<file path="src/rtl/card_pkg.sv">
// Shared constants, FSM state type and index-to-card decode for the card dealer.
package card_pkg;
  localparam int          RANK_W    = 4;
  localparam int          SUIT_W    = 3;
  localparam int          DECK_SIZE = 52;
  localparam logic [15:0] LFSR_TAPS = 16'hB400;

  typedef enum logic [1:0] {
    ST_IDLE,
    ST_CLEAR,
    ST_DRAW,
    ST_DONE
  } state_e;

  // Suit from range compares so no divider is built; rank is the offset within the suit.
  function automatic logic [RANK_W+SUIT_W-1:0] idx_to_card(input logic [5:0] idx);
    logic [RANK_W-1:0] rank;
    logic [SUIT_W-1:0] suit;
    if (idx < 6'd13) begin
      suit = 3'd1;
      rank = 4'(idx + 6'd1);
    end else if (idx < 6'd26) begin
      suit = 3'd2;
      rank = 4'(idx - 6'd12);
    end else if (idx < 6'd39) begin
      suit = 3'd3;
      rank = 4'(idx - 6'd25);
    end else begin
      suit = 3'd4;
      rank = 4'(idx - 6'd38);
    end
    return {rank, suit};
  endfunction
endpackage

</file>
<file path="src/rtl/card_lfsr.sv">
// Free-running 16-bit Galois LFSR; steps every cycle regardless of dealer state.
module card_lfsr
  import card_pkg::*;
#(
  parameter logic [15:0] SEED = 16'hACE1
) (
  input  logic        clock,
  input  logic        reset_c,
  output logic [15:0] value
);
  logic [15:0] lfsr_q, lfsr_d;

  always_comb begin
    lfsr_d = {1'b0, lfsr_q[15:1]} ^ (lfsr_q[0] ? LFSR_TAPS : 16'h0000);
  end

  always_ff @(posedge clock or negedge reset_c) begin
    if (!reset_c) lfsr_q <= SEED;
    else          lfsr_q <= lfsr_d;
  end

  assign value = lfsr_q;
endmodule

</file>
<file path="src/rtl/card_dealer.sv">
// Deals HAND_SIZE slots from a 52-card deck tracked by a used-card bitmap, drawing
// one LFSR candidate per cycle; held slots are skipped and keep their cards.
module card_dealer
  import card_pkg::*;
#(
  parameter int          HAND_SIZE = 5,
  parameter logic [15:0] SEED      = 16'hACE1
) (
  input  logic                        clock,
  input  logic                        reset_c,
  input  logic                        deal_start,
  input  logic [HAND_SIZE-1:0]        hold_mask,
  input  logic                        shuffle_clr,
  output logic                        busy,
  output logic                        done,
  output logic                        deck_empty,
  output logic [5:0]                  remaining,
  output logic [RANK_W*HAND_SIZE-1:0] rank_flat,
  output logic [SUIT_W*HAND_SIZE-1:0] suit_flat
);
  localparam int PTR_W = (HAND_SIZE > 1) ? $clog2(HAND_SIZE) : 1;

  state_e                             state_q, state_d;
  logic [DECK_SIZE-1:0]               used_q, used_d;
  logic [5:0]                         remaining_q, remaining_d;
  logic [HAND_SIZE-1:0]               hold_q, hold_d;
  logic                               deal_pend_q, deal_pend_d;
  logic [PTR_W-1:0]                   ptr_q, ptr_d;
  logic [HAND_SIZE-1:0][RANK_W-1:0]   rank_q, rank_d;
  logic [HAND_SIZE-1:0][SUIT_W-1:0]   suit_q, suit_d;
  logic                               busy_q, busy_d, done_q, done_d, empty_q, empty_d;

  logic [15:0]                lfsr;
  logic                       lfsr_unused;
  logic [5:0]                 idx;
  logic                       accept;
  logic [RANK_W+SUIT_W-1:0]   card;
  logic [HAND_SIZE-1:0]       first_src;
  logic                       all_held;
  logic [PTR_W-1:0]           first_ptr, next_ptr;
  logic                       next_found;

  card_lfsr #(.SEED(SEED)) u_lfsr (
    .clock   (clock),
    .reset_c (reset_c),
    .value   (lfsr)
  );

  assign idx         = lfsr[5:0];
  assign lfsr_unused = ^lfsr[15:6];
  assign accept      = (idx < 6'(DECK_SIZE)) && !used_q[idx];
  assign card        = idx_to_card(idx);

  // Slot search: first unheld slot for a new deal, next unheld slot above the pointer mid-deal.
  assign first_src = (state_q == ST_IDLE) ? hold_mask : hold_q;
  assign all_held  = &first_src;

  always_comb begin
    first_ptr  = '0;
    next_ptr   = '0;
    next_found = 1'b0;
    for (int i = HAND_SIZE - 1; i >= 0; i--) begin
      if (!first_src[i]) first_ptr = PTR_W'(i);
      if (!hold_q[i] && (i > int'(ptr_q))) begin
        next_ptr   = PTR_W'(i);
        next_found = 1'b1;
      end
    end
  end

  always_comb begin
    state_d     = state_q;
    used_d      = used_q;
    remaining_d = remaining_q;
    hold_d      = hold_q;
    deal_pend_d = deal_pend_q;
    ptr_d       = ptr_q;
    rank_d      = rank_q;
    suit_d      = suit_q;
    empty_d     = 1'b0;
    case (state_q)
      ST_IDLE: begin
        if (shuffle_clr) begin
          state_d     = ST_CLEAR;
          deal_pend_d = deal_start;
          hold_d      = hold_mask;
        end else if (deal_start) begin
          hold_d  = hold_mask;
          ptr_d   = first_ptr;
          state_d = all_held ? ST_DONE : ST_DRAW;
        end
      end
      ST_CLEAR: begin
        used_d      = '0;
        remaining_d = 6'(DECK_SIZE);
        deal_pend_d = 1'b0;
        ptr_d       = first_ptr;
        state_d     = (deal_pend_q && !all_held) ? ST_DRAW : ST_DONE;
      end
      ST_DRAW: begin
        if (remaining_q == '0) begin
          state_d = ST_DONE;
          empty_d = 1'b1;
        end else if (accept) begin
          rank_d[ptr_q] = card[RANK_W+SUIT_W-1:SUIT_W];
          suit_d[ptr_q] = card[SUIT_W-1:0];
          used_d[idx]   = 1'b1;
          remaining_d   = remaining_q - 6'd1;
          if (next_found) ptr_d = next_ptr;
          else            state_d = ST_DONE;
        end
      end
      ST_DONE:  state_d = ST_IDLE;
      default:  state_d = ST_IDLE;
    endcase
    busy_d = (state_d == ST_CLEAR) || (state_d == ST_DRAW);
    done_d = (state_d == ST_DONE);
  end

  always_ff @(posedge clock or negedge reset_c) begin
    if (!reset_c) begin
      state_q     <= ST_IDLE;
      used_q      <= '0;
      remaining_q <= 6'(DECK_SIZE);
      hold_q      <= '0;
      deal_pend_q <= 1'b0;
      ptr_q       <= '0;
      rank_q      <= '0;
      suit_q      <= '0;
      busy_q      <= 1'b0;
      done_q      <= 1'b0;
      empty_q     <= 1'b0;
    end else begin
      state_q     <= state_d;
      used_q      <= used_d;
      remaining_q <= remaining_d;
      hold_q      <= hold_d;
      deal_pend_q <= deal_pend_d;
      ptr_q       <= ptr_d;
      rank_q      <= rank_d;
      suit_q      <= suit_d;
      busy_q      <= busy_d;
      done_q      <= done_d;
      empty_q     <= empty_d;
    end
  end

  assign busy       = busy_q;
  assign done       = done_q;
  assign deck_empty = empty_q;
  assign remaining  = remaining_q;
  assign rank_flat  = rank_q;
  assign suit_flat  = suit_q;
endmodule

</file>
<file path="config.mk">
export PLATFORM = sky130hd
export DESIGN_NAME = card_dealer
export DESIGN_NICKNAME = d
export VERILOG_FILES = /design/src/rtl/card_pkg.sv /design/src/rtl/card_lfsr.sv /design/src/rtl/card_dealer.sv
export SDC_FILE = /design/constraint.sdc
export NUM_CORES = 1
export LEC_CHECK = 0
export BUFFER_PORTS_ARGS = -buffer_cell sky130_fd_sc_hd__clkbuf_2
export CORE_UTILIZATION = 51
export CTS_CLUSTER_DIAMETER = 80
export CTS_CLUSTER_SIZE = 25
export DETAILED_ROUTE_END_ITERATION = 16
export GPL_TIMING_DRIVEN = 0
export PLACE_DENSITY = 0.71
export SETUP_SLACK_MARGIN = 0.15
export SLEW_MARGIN = 20
export SYNTH_ARGS = -nofsm -noshare
export SYNTH_HDL_FRONTEND = slang
export SYNTH_HIERARCHICAL = 1
export SYNTH_SLANG_ARGS = --single-unit
</file>
<file path="constraint.sdc">
create_clock -name clock -period 2.8 [get_ports clock]
set_input_delay 0.7 -clock clock [delete_from_list [all_inputs] [get_ports clock]]
set_output_delay 0.7 -clock clock [all_outputs]
set_load 0.05 [all_outputs]
</file>
Word level (Yosys, flattened, before mapping)

Cells that the tools add are included.

Input port bits: 9
Memory bits (read-only): 0
Register bits after elaboration: 123
Latch bits: 0
Logic and storage cells: 136
Output and inout port bits: 44
Memories: 0
Memory bits (writable): 0

Bitwise gates (word level): 3
Magnitude comparators: 12
Reduce and logical (&&, ||, !) cells: 27
Div/mod/pow operators: 0
Multipliers: 0
$add $sub $neg: 5
Shift-type cells: 0
Equal/unequal tests: 12
Mux-type cells: 57

Operators by type and width:

| cell                | number |
|---|---|
| $mux 52             | 2 |
| $pmux 52 s2         | 1 |
| $mux 3              | 18 |
| $or 52x52->52       | 1 |
| $bwmux 20           | 1 |
| $mux 16             | 1 |
| $mux 4              | 4 |
| $xor 15x16->16      | 1 |
| $bwmux 15           | 1 |
| $mux 5              | 3 |
| $demux 4 s3         | 1 |
| $lt 6x6->1 const B  | 2 |
| $mux 6              | 2 |
| $ne 2x2->1 const B  | 6 |
| $pmux 6 s2          | 1 |
| $mux 1              | 11 |
| $mux 2              | 5 |
| $demux 3 s3         | 1 |
| $pmux 3 s3          | 1 |
| $eq 2x2->1 const B  | 4 |
| $logic_and 1x1->1   | 8 |
| $pmux 2 s4          | 1 |
| $sub 4x4->4 const B | 2 |
| $lt 6x7->1 const B  | 1 |
| other kinds (26)    | 37 |

Longest topological paths before layout

Gate-level depths: netlist (run 1).

Depth after elaboration: 12
Mapped depth: 11
Gate-level depth less buffers: 9

Cells and area by module

Netlist (run 1), hierarchy kept.

Modules (own cells, without submodules):

| module      | area an instance (µm²) | cells an instance | sequential area each (µm²) | instances |
|---|---|---|---|---|
| card_dealer | 5530.3                 | 503               | 2681.3                     | 1 |
| card_lfsr   | 534.3                  | 32                | 410.4                      | 1 |

Least setup slack after synthesis (run 1)

No wires, ideal clock.

Path type: flip-flop to flip-flop
Start: reg u_lfsr.lfsr_q[0] (netlist: u_lfsr/value[0])
End: reg ptr_q[1]
Clock period less this slack: 2.916 ns
Arrival time: 2.830 ns
Buffers on the path: 3
Path slack: -0.116 ns
Cell stages (with the launch flop): 10
Required time: 2.713 ns
Setup time: 0.087 ns
Path through: dfstp_2 -> buf_4 -> buf_2 -> mux4_2 -> o22ai_1 -> nor4_1 -> or4_1 -> buf_2 -> or4_1 -> o211ai_1

Word-level cells in the longest chain between the ends: 6
Elaborated cells on any way between the ends: 7
Those cells by class: order compare (1); eq/ne (1); mux (2); reduce/logical (3)

Ends and longest elaborated chain:

| what                                  | line               | text |
|---|---|---|
| start, declared                       | card_lfsr.sv:11    | `logic [15:0] lfsr_q, lfsr_d;` |
| start signal, assigned                | card_lfsr.sv:19    | `else lfsr_q <= lfsr_d;` |
| $bmux 1 s6                            | card_dealer.sv:51  | `assign accept = (idx < 6'(DECK_SIZE)) && !used_q[idx];` |
| $mux 1 (not written as such)          | card_dealer.sv:51  |  |
| $logic_not 1->1                       | card_dealer.sv:51  |  |
| $logic_and 1x1->1 (*)                 | card_dealer.sv:51  |  |
| $ne 2x2->1 (no source line) (*)       | --                 |  |
| $reduce_and 6->1 (no source line) (*) | --                 |  |
| end signal, assigned                  | card_dealer.sv:139 | `ptr_q <= ptr_d;` |
| end, declared                         | card_dealer.sv:28  | `logic [PTR_W-1:0] ptr_q, ptr_d;` |

Mark *: on every way between the ends. The rest lies on a longest branch, timed or not. The select of a mux whose other input is x is not followed.
A chain may end at the register's enable or synchronous reset.

Worst setup path after layout (run 1)

Start: reg u_lfsr.lfsr_q[1] (netlist: u_lfsr/value[1])
End: reg used_q[49]

Word-level cells in the longest chain between the ends: 8
Elaborated cells on any way between the ends: 16
Those cells by class: order compare (3); eq/ne (1); mux (7); bitwise (1); reduce/logical (4)

Ends and longest elaborated chain:

| what                                                                  | line               | text |
|---|---|---|
| $lt 6x7->1 (not written as such) / $ge 6x1->1 (equally long branches) | card_dealer.sv:107 | `used_d[idx] = 1'b1;` |
| $logic_and 1x1->1 (not written as such)                               | card_dealer.sv:107 |  |
| $mux 1 (not written as such)                                          | card_dealer.sv:107 |  |
| $demux 1 s6                                                           | card_dealer.sv:107 |  |
| $or 52x52->52 (no source line)                                        | --                 |  |
| $mux 52                                                               | card_dealer.sv:104 | `end else if (accept) begin` |
| $mux 52                                                               | card_dealer.sv:101 | `if (remaining_q == '0) begin` |
| $pmux 52 s2                                                           | card_dealer.sv:81  | `case (state_q)` |
| end signal, assigned                                                  | card_dealer.sv:135 | `used_q <= used_d;` |
| end, declared                                                         | card_dealer.sv:24  | `logic [DECK_SIZE-1:0] used_q, used_d;` |

Parallel ways exist; a longest one is shown, timed or not. The select of a mux whose other input is x is not followed.

==> flow_summary.yaml, run 1 <==
outcome:
  outcome: "finished, violations left"
  violations: "negative setup slack"
clocking:
  path_clk_slew_ns: 0.06
  clkLatencyLatePin_ns: 0.43
  h-tree-depth: 4
  cts_made_buffers: 17
  cts_tree: "done"
  clockBufferDepth: 2
  clock-sinks: 123
  cts-root-buf: "clkbuf_16"
global_routing:
  grt_max_degree: 70
  grt_pass1_vias: 5223
  grt_overflow: 0
  grt_usage_pct: 29.80
  grt_pass1_wl_um: 27950
  antenna_found_initial: 0
run:
  maxCapViolCount: 0
floorplanning:
  die-area_um2: 12230
  die_y_um: 110.6
  rows: 39
  fp.coreArea_um2: 11470
  floorplan.initialDensity_pct: 52.43
  io_pins: 53
  fp.dieW_um: 110.6
placed_design:
  post-place-cells: 724
  gp_congestion: 0.8827
  dpl-instance-area_um2: 6538
  pre_cts_ws_ns: -0.3481
  io_buffers: 52
  dp_hpwl_um: 10040
sta:
  setup_violations: 37
  tns_ns: -2.173
  slew_violations: 0
  fin_crit_sh_pct: 104.4
  max_freq_mhz: 342.1
  rsz0062_at_grt: "true"
  worstMarginPinSlew_ns: 1.260
  min_period_ns: 2.923
  hold-worst-slack_ns: 0.2683
  layout_setup_ws_ns: -0.1233
  finalHoldViolCount: 0
  skew_ns: 0.01544
  max-slew-margin-rel_pct: 16.02
power_and_ir_drop:
  p_total_mw: 7.807
  vdd_drop_max_v: 0.0007357
  powerDensity_nw_per_um2: 911.4
  power_leakage_nw: 4.538
cells_and_area:
  n_antenna_cell: 0
  fin_area_um2: 8566
  nFillCells: 675
  synthToLayoutAreaGrowth_pct: 42.48
  final_core_util_pct: 74.70
  final_layout_size_suffix_gt1_share_pct: 43.34
  nets: 665
  stdcell_count: 796
drt:
  drt_wl_total_um: 18600
  drtAntennaViolNets: 0
  first_pass_iters: 5
  num_vias: 5182
  drt_iter0_drc: 403
  routedWlPerCell_um: 23.36
  viasPerCell: 6.510
  drc_errors: 0
worst_setup_path:
  critical_path_class: "flop to flop"
  end_kind: "flop"
  critPathMaxFanout: 8
  worst_ep_required_time_ns: 3.11
  crit_arrival_ns: 3.23
  startpoint_type: "flop"
logic_synthesis:
  syn_avg_cell_area_um2: 11.39
  syn-cell-area_um2: 6012
  yosys_warnings: 6
  synth_cells: 528
  syn-num-nets: 553
hold_path:
  hold_class: "primary input to async pin"
critical path: stages, from the launching register on:
cell and delay (ns):
dfrtp_1 0.38, buf_6 0.12, buf_12 0.13, mux4_2 0.51, mux4_2 0.52, nor2_4 0.12, a211o_1 0.14, buf_6 0.13
buf_6 0.12, nand2_8 0.11, buf_8 0.17, buf_12 0.13, o41ai_4 0.23
timing repair:
action / in CTS / in global routing
pin swaps: 41 / 23
setup buffers: 24 / 11
setup endpoints to repair: 99 / 99
gates resized for setup: 116 / 65
gates cloned: 6 / 0
hold buffers: 0 / 0
power breakdown:
part	switching, mW	total [mW]	internal [mW]	leakage (nW)
combinational	2.08	3.27	1.19	2.61
sequential	0.156	2.16	2.01	1.62
clock	0.872	2.38	1.51	0.307
total	3.10	7.81	4.70	4.54
layout make-up:
| cell class | count | area, µm² | share of cell area (%) |
|---|---|---|---|
| Multi-Input combinational cell | 345 | 3511 | 40.99 |
| Sequential cell | 123 | 3092 | 36.09 |
| Timing Repair Buffer | 94 | 748.2 | 8.735 |
| Clock buffer | 17 | 425.4 | 4.966 |
| Buffer | 43 | 337.8 | 3.944 |
| Clock inverter | 15 | 209.0 | 2.439 |
| Tap cell | 143 | 178.9 | 2.089 |
| Inverter | 16 | 63.81 | 0.7450 |
metal layers:
layer  vias up  wire length (µm)  track usage (%)
li1       2219                 -                -
met1      2678              7278            36.25
met2       226              9617            48.86
met3        59              1078            7.629
met4         0               623            15.64
met5         -                 0                0
sequential cells by signal (all words and copies together) (netlist names), 2 cells and up:
name / cells
ptr_q: 3
u_lfsr/value: 16
suit_flat: 15
used_q: 52
remaining: 6
hold_q: 5
state_q: 2
rank_flat: 20
path summary, 6_finish.rpt:
path | slack [ns] | end | depth (start not counted) | start
min reg2reg | 0.35 | u_lfsr/value[8] | 0 | u_lfsr/value[9]
max in group asynchronous | 1.84 | remaining[2] | 2 | reset_c
min in group clock | 0.35 | u_lfsr/value[8] | 0 | u_lfsr/value[9]
max | -0.12 | used_q[49] | 12 | u_lfsr/value[1]
min | 0.27 | deck_empty | 1 | reset_c
max reg2reg | -0.12 | used_q[49] | 12 | u_lfsr/value[1]
layout by cell type, fill, tap and decap left out, types with 10 or more instances in the layout:
cell	count
clkbuf_1	17
clkbuf_16	17
nor2_1	17
mux2_2	36
dfstp_2	11
o41ai_2	13
inv_1	14
nor3_1	12
clkbuf_2	54
ha_1	16
buf_6	26
nand2_1	65
buf_4	22
mux4_2	12
a31oi_1	10
a32o_1	11
o41ai_4	27
dfrtp_1	112
No activity file was read; power rests on OpenSTA's default activity.
==> inputs of run 2 (changes only) <==
Settings changed: SKIP_LAST_GASP set to 1.
==> flow_summary.yaml, run 2 (synthesized netlist as in run 1, its figures left out) <==
placed_design:
  io_buffers: 52
  gp_congestion: 0.8827
  post-place-cells: 724
  dp_hpwl_um: 10040
sta:
  finalHoldViolCount: 0
  rsz0062_at_grt: "true"
  setup_violations: 53
  max-slew-margin-rel_pct: 23.99
  fin_crit_sh_pct: 105.9
  slew_violations: 0
  skew_ns: 0.01237
  worstMarginPinSlew_ns: 1.140
  min_period_ns: 2.966
  layout_setup_ws_ns: -0.1658
  max_freq_mhz: 337.2
drt:
  drt_wl_total_um: 18190
  routedWlPerCell_um: 22.77
  first_pass_iters: 6
  viasPerCell: 6.369
  drt_iter0_drc: 484
  num_vias: 5089
  drtAntennaViolNets: 0
  drc_errors: 0
worst_setup_path:
  r2r-end: "remaining[4]"
  critical_path_class: "flop to flop"
  reg2reg_setup_slack_ns: -0.17
  critPathMaxFanout: 7
  reg2regPathDepth: 9
  end_kind: "flop"
  crit_arrival_ns: 3.31
  reg2reg_from: "u_lfsr/value[0]"
  worst_ep_required_time_ns: 3.14
  startpoint_type: "flop"
run:
  maxCapViolCount: 0
floorplanning:
  io_pins: 53
  floorplan.initialDensity_pct: 52.43
  fp.dieW_um: 110.6
  die_y_um: 110.6
  die-area_um2: 12230
  rows: 39
  fp.coreArea_um2: 11470
cells_and_area:
  final_core_util_pct: 73.97
  nFillCells: 707
  largest_reg_flops: 52
  final_layout_size_suffix_gt1_share_pct: 43.75
  nets: 668
  stdcell_count: 799
  largest_register: "used_q"
  synthToLayoutAreaGrowth_pct: 41.08
  final_common_cell: "dfrtp_1"
  n_antenna_cell: 0
  final_cell_mix: "dfrtp_1 (112), nand2_1 (64), clkbuf_2 (53)"
clocking:
  cts_made_buffers: 17
  clockBufferDepth: 2
  cts-hold-fix-buffers: 0
  h-tree-depth: 4
  clock-sinks: 123
  clkLatencyLatePin_ns: 0.43
  cts_tree: "done"
  path_clk_slew_ns: 0.06
  cts-root-buf: "clkbuf_16"
outcome:
  violations: "negative setup slack"
  outcome: "finished, violations left"
power_and_ir_drop:
  power_leakage_nw: 4.377
  vdd_drop_max_v: 0.0007605
  powerDensity_nw_per_um2: 916.1
  p_total_mw: 7.770
hold_path:
  hold_class: "primary input to async pin"
global_routing:
  grt_overflow: 0
  antenna_found_initial: 0
  grt_pass1_wl_um: 27510
  grt_max_degree: 70
  grt_usage_pct: 29.08
  grt_pass1_vias: 5279
run 2: changes by cell type in the layout (fill, tap and decap cells not counted), sizes merged:
| cell | change |
|---|---|
| clkbuf | +2 |
| buf | +1 |
run 2: how the worst max path moves through the flow:
stage | from | endpoint | slack [ns] | depth (start not counted)
final | u_lfsr/value[0] | remaining[4] | -0.17 | 9
after global routing | u_lfsr/value[0] | remaining[2] | -0.23 | 9
after CTS | u_lfsr/value[1] | busy | -0.08 | 10
after detailed placement | u_lfsr/value[2] | busy | -0.35 | 10
after global placement | reset_c | u_lfsr/value[14] | -0.73 | 1
after floorplan | u_lfsr/value[0] | remaining[2] | 0.03 | 9
run 2: through the flow:
stage / setup TNS [ns] / setup slack (ns) / area (µm²) / hold slack, ns
CTS: -0.9034 / -0.07923 / 8006 / 0.2903
floorplan: 0 / 0.03071 / 6062 / 0.3312
detailed placement: -19.26 / -0.3481 / 6538 / 0.3419
global route: -6.701 / -0.2315 / 8482 / 0.2982
finish: -3.056 / -0.1658 / 8482 / 0.2522
global placement: -94.68 / -0.7270 / 6501 / 0.3394
run 2: cell type report:
| type | instances | area, µm² | share of cell area, % |
|---|---|---|---|
| inverter | 16 | 63.81 | 0.7523 |
| multi-input combinational | 345 | 3426 | 40.39 |
| tap | 143 | 178.9 | 2.109 |
| sequential | 123 | 3092 | 36.45 |
| clock inverter | 15 | 209.0 | 2.463 |
| clock buffer | 17 | 425.4 | 5.015 |
| buffer | 43 | 335.3 | 3.953 |
| timing repair buffer | 97 | 752.0 | 8.866 |
run 2: worst max-delay path, stage by stage, from the launching register on:
cell and delay, ns:
dfstp_2 0.56, buf_6 0.11, buf_8 0.11, mux4_2 0.54
o22ai_4 0.23, nor4_4 0.10, or4_4 0.50, buf_6 0.15
or4_1 0.39, a31oi_1 0.18
run 2: power breakdown:
| group | total [mW] | switching [mW] | internal, mW |
|---|---|---|---|
| combinational | 3.22 | 2.02 | 1.20 |
| clock | 2.39 | 0.878 | 1.51 |
| sequential | 2.16 | 0.159 | 2.01 |
run 2: metal layers:
metal  wire [µm]  vias up  track usage, %
li1            -     2222               -
met1        7312     2629           35.32
met2        9603      197           48.28
met3         827       41           6.641
met4         449        0           15.38
met5           0        -               0
run 2: timing repair:
action,4_1_cts,5_1_grt
pin swaps,40,25
setup buffers,24,13
endpoints found under the setup margin,99,99
gates cloned,6,1
gates resized for setup,102,53
==> inputs of run 3 (changes only) <==
Settings changed: CORE_UTILIZATION 51 to 54, PLACE_DENSITY 0.71 to 0.74.
==> flow_summary.yaml, run 3 (synthesized netlist as in run 1, its figures left out) <==
outcome:
  outcome: "finished, violations left"
  violations: "negative setup slack"
cells_and_area:
  final_core_util_pct: 75.74
  largest_register: "used_q"
  final_cell_mix: "dfrtp_1 (112), nand2_1 (65), clkbuf_2 (52)"
  final_common_cell: "dfrtp_1"
  stdcell_count: 785
  nFillCells: 636
  final_layout_size_suffix_gt1_share_pct: 41.71
  synthToLayoutAreaGrowth_pct: 36.57
  nets: 657
  largest_reg_flops: 52
  n_antenna_cell: 0
power_and_ir_drop:
  power_leakage_nw: 4.038
  p_total_mw: 7.285
  swShare_pct: 40.07
  internal_power_mw: 4.366
  pwr-share-seq_pct: 29.8
  powerDensity_nw_per_um2: 887.3
  power.switching_mw: 2.919
  clock_power_share_pct: 28.4
  vdd_drop_max_v: 0.0009509
  combPwrFrac_pct: 41.8
drt:
  num_vias: 5075
  routedWlPerCell_um: 23.00
  drtAntennaViolNets: 0
  viasPerCell: 6.465
  drt_wl_total_um: 18060
  first_pass_iters: 5
  drt_iter0_drc: 455
  drc_errors: 0
floorplanning:
  rows: 38
  die_y_um: 107.5
  fp.coreArea_um2: 10840
  die-area_um2: 11560
  io_pins: 53
  floorplan.initialDensity_pct: 55.46
  fp.dieW_um: 107.5
worst_setup_path:
  cpMostUsedCell: "buf_6"
  critical_path_class: "flop to flop"
  cpPeakStageDelay_ns: 0.54
  critPathMaxFanout: 6
  end_kind: "flop"
  reg2reg_from: "u_lfsr/value[0]"
  crit_arrival_ns: 3.36
  crit_path_start: "u_lfsr/value[0]"
  path_buf_inv: 5
  startpoint_type: "flop"
  cpLargestDelayFamily: "simple AND/OR/NAND/NOR gates"
  cp_cell_sequence: "buf_6 -> buf_12 -> mux4_2 -> o22ai_4 -> nor4_4 -> or4_4 -> buf_6 -> buf_12 -> nor2_4 -> buf_6 -> o211ai_1"
  worst_path_max_delay_cell: "dfstp_2"
  worst_ep_required_time_ns: 3.20
sta:
  max-slew-margin-rel_pct: 21.74
  skew_ns: 0.009944
  fin_crit_sh_pct: 105.6
  setup_violations: 81
  slew_violations: 0
  layout_setup_ws_ns: -0.1573
  max_freq_mhz: 338.1
  rsz0062_at_grt: "true"
  worstMarginPinSlew_ns: 1.174
  finalHoldViolCount: 0
  min_period_ns: 2.957
run:
  maxCapViolCount: 0
clocking:
  cts_tree: "done"
  path_clk_slew_ns: 0.06
  clockBufferDepth: 2
  h-tree-depth: 4
  cts_made_buffers: 17
  clkLatencyLatePin_ns: 0.55
  cts-root-buf: "clkbuf_8"
  clock-sinks: 123
global_routing:
  grt_overflow: 0
  antenna_found_initial: 0
  grt_usage_pct: 30.94
  grt_max_degree: 64
  grt_pass1_vias: 5092
  grt_pass1_wl_um: 26700
placed_design:
  io_buffers: 52
  dp_hpwl_um: 9940
  post-place-cells: 721
  gp_congestion: 0.8887
hold_path:
  hold_class: "primary input to async pin"
==> run 3: cell count changes in the layout (fill, tap and decap cells not counted), sizes merged <==
cell / previous run / this run
buf: 66 / 53
clkbuf: 91 / 100
inv: 22 / 15
clkinv: 2 / 8
bufinv: 4 / 1
clkinvlp: 3 / 0
==> run 3: worst paths after layout <==
check,endpoint,slack [ns],cells past startpoint
max,ptr_q[1],-0.16,11
min,state_q[1],0.12,1
max reg2reg,ptr_q[1],-0.16,11
min reg2reg,u_lfsr/value[8],0.35,0
max in group asynchronous,remaining[2],1.96,2
min in group clock,u_lfsr/value[8],0.35,0
==> run 3: layer usage <==
| layer | track usage (%) | up-vias | wire (µm) |
|---|---|---|---|
| met5 | 0 | - | 0 |
| met4 | 14.77 | 0 | 438 |
| met3 | 6.477 | 55 | 950 |
| met2 | 52.34 | 230 | 9543 |
| met1 | 37.69 | 2596 | 7123 |
| li1 | - | 2194 | - |
==> run 3: repair_timing <==
action                                  4_1_cts  5_1_grt
endpoints found under the setup margin       99       99
pin swaps                                    20       17
buffers inserted                             21        5
gates cloned                                  5        2
resized for setup                           103       35
hold buffers                                  0        0
==> run 3: cell type report <==
| cell class | instances | area [µm²] | share of cell area (%) |
|---|---|---|---|
| buffer | 43 | 340.3 | 4.145 |
| clock buffer | 24 | 490.5 | 5.974 |
| clock inverter | 8 | 65.06 | 0.7924 |
| inverter | 16 | 61.31 | 0.7467 |
| multi-input combinational | 345 | 3312 | 40.34 |
| sequential | 123 | 3092 | 37.66 |
| tap | 140 | 175.2 | 2.133 |
| timing repair buffer | 86 | 674.4 | 8.214 |
==> run 3: through the flow <==
stage | setup TNS [ns] | worst slack, ns | hold WS, ns | area, µm²
after global routing | -11.58 | -0.2969 | 0.1466 | 8210
after floorplan | 0 | 0.03071 | 0.3312 | 6062
after detailed placement | -20.22 | -0.3733 | 0.3412 | 6534
after global placement | -91.77 | -0.6989 | 0.3385 | 6497
after CTS | -1.514 | -0.1007 | 0.1365 | 7895
final | -5.881 | -0.1573 | 0.1198 | 8210
==> run 3: power groups by stage <==
stage	clock network (mW)	registers [mW]	logic, mW
2_1_floorplan	0	2.60	1.16
5_1_grt	2.16	2.19	3.22
4_1_cts	2.06	2.16	2.70
6_report	2.07	2.17	3.04
3_3_place_gp	0	2.18	2.06
3_5_place_dp	0	2.18	2.12
==> run 3: worst register-to-register path, delay by kind of cell (launching register included) <==
family,cells,cell delay (ns)
muxes,1,0.54
DFF,1,0.54
and+or+nand+nor,3,0.78
buffers and inverters,5,0.64
AOI/OAI and AO/OA,2,0.31
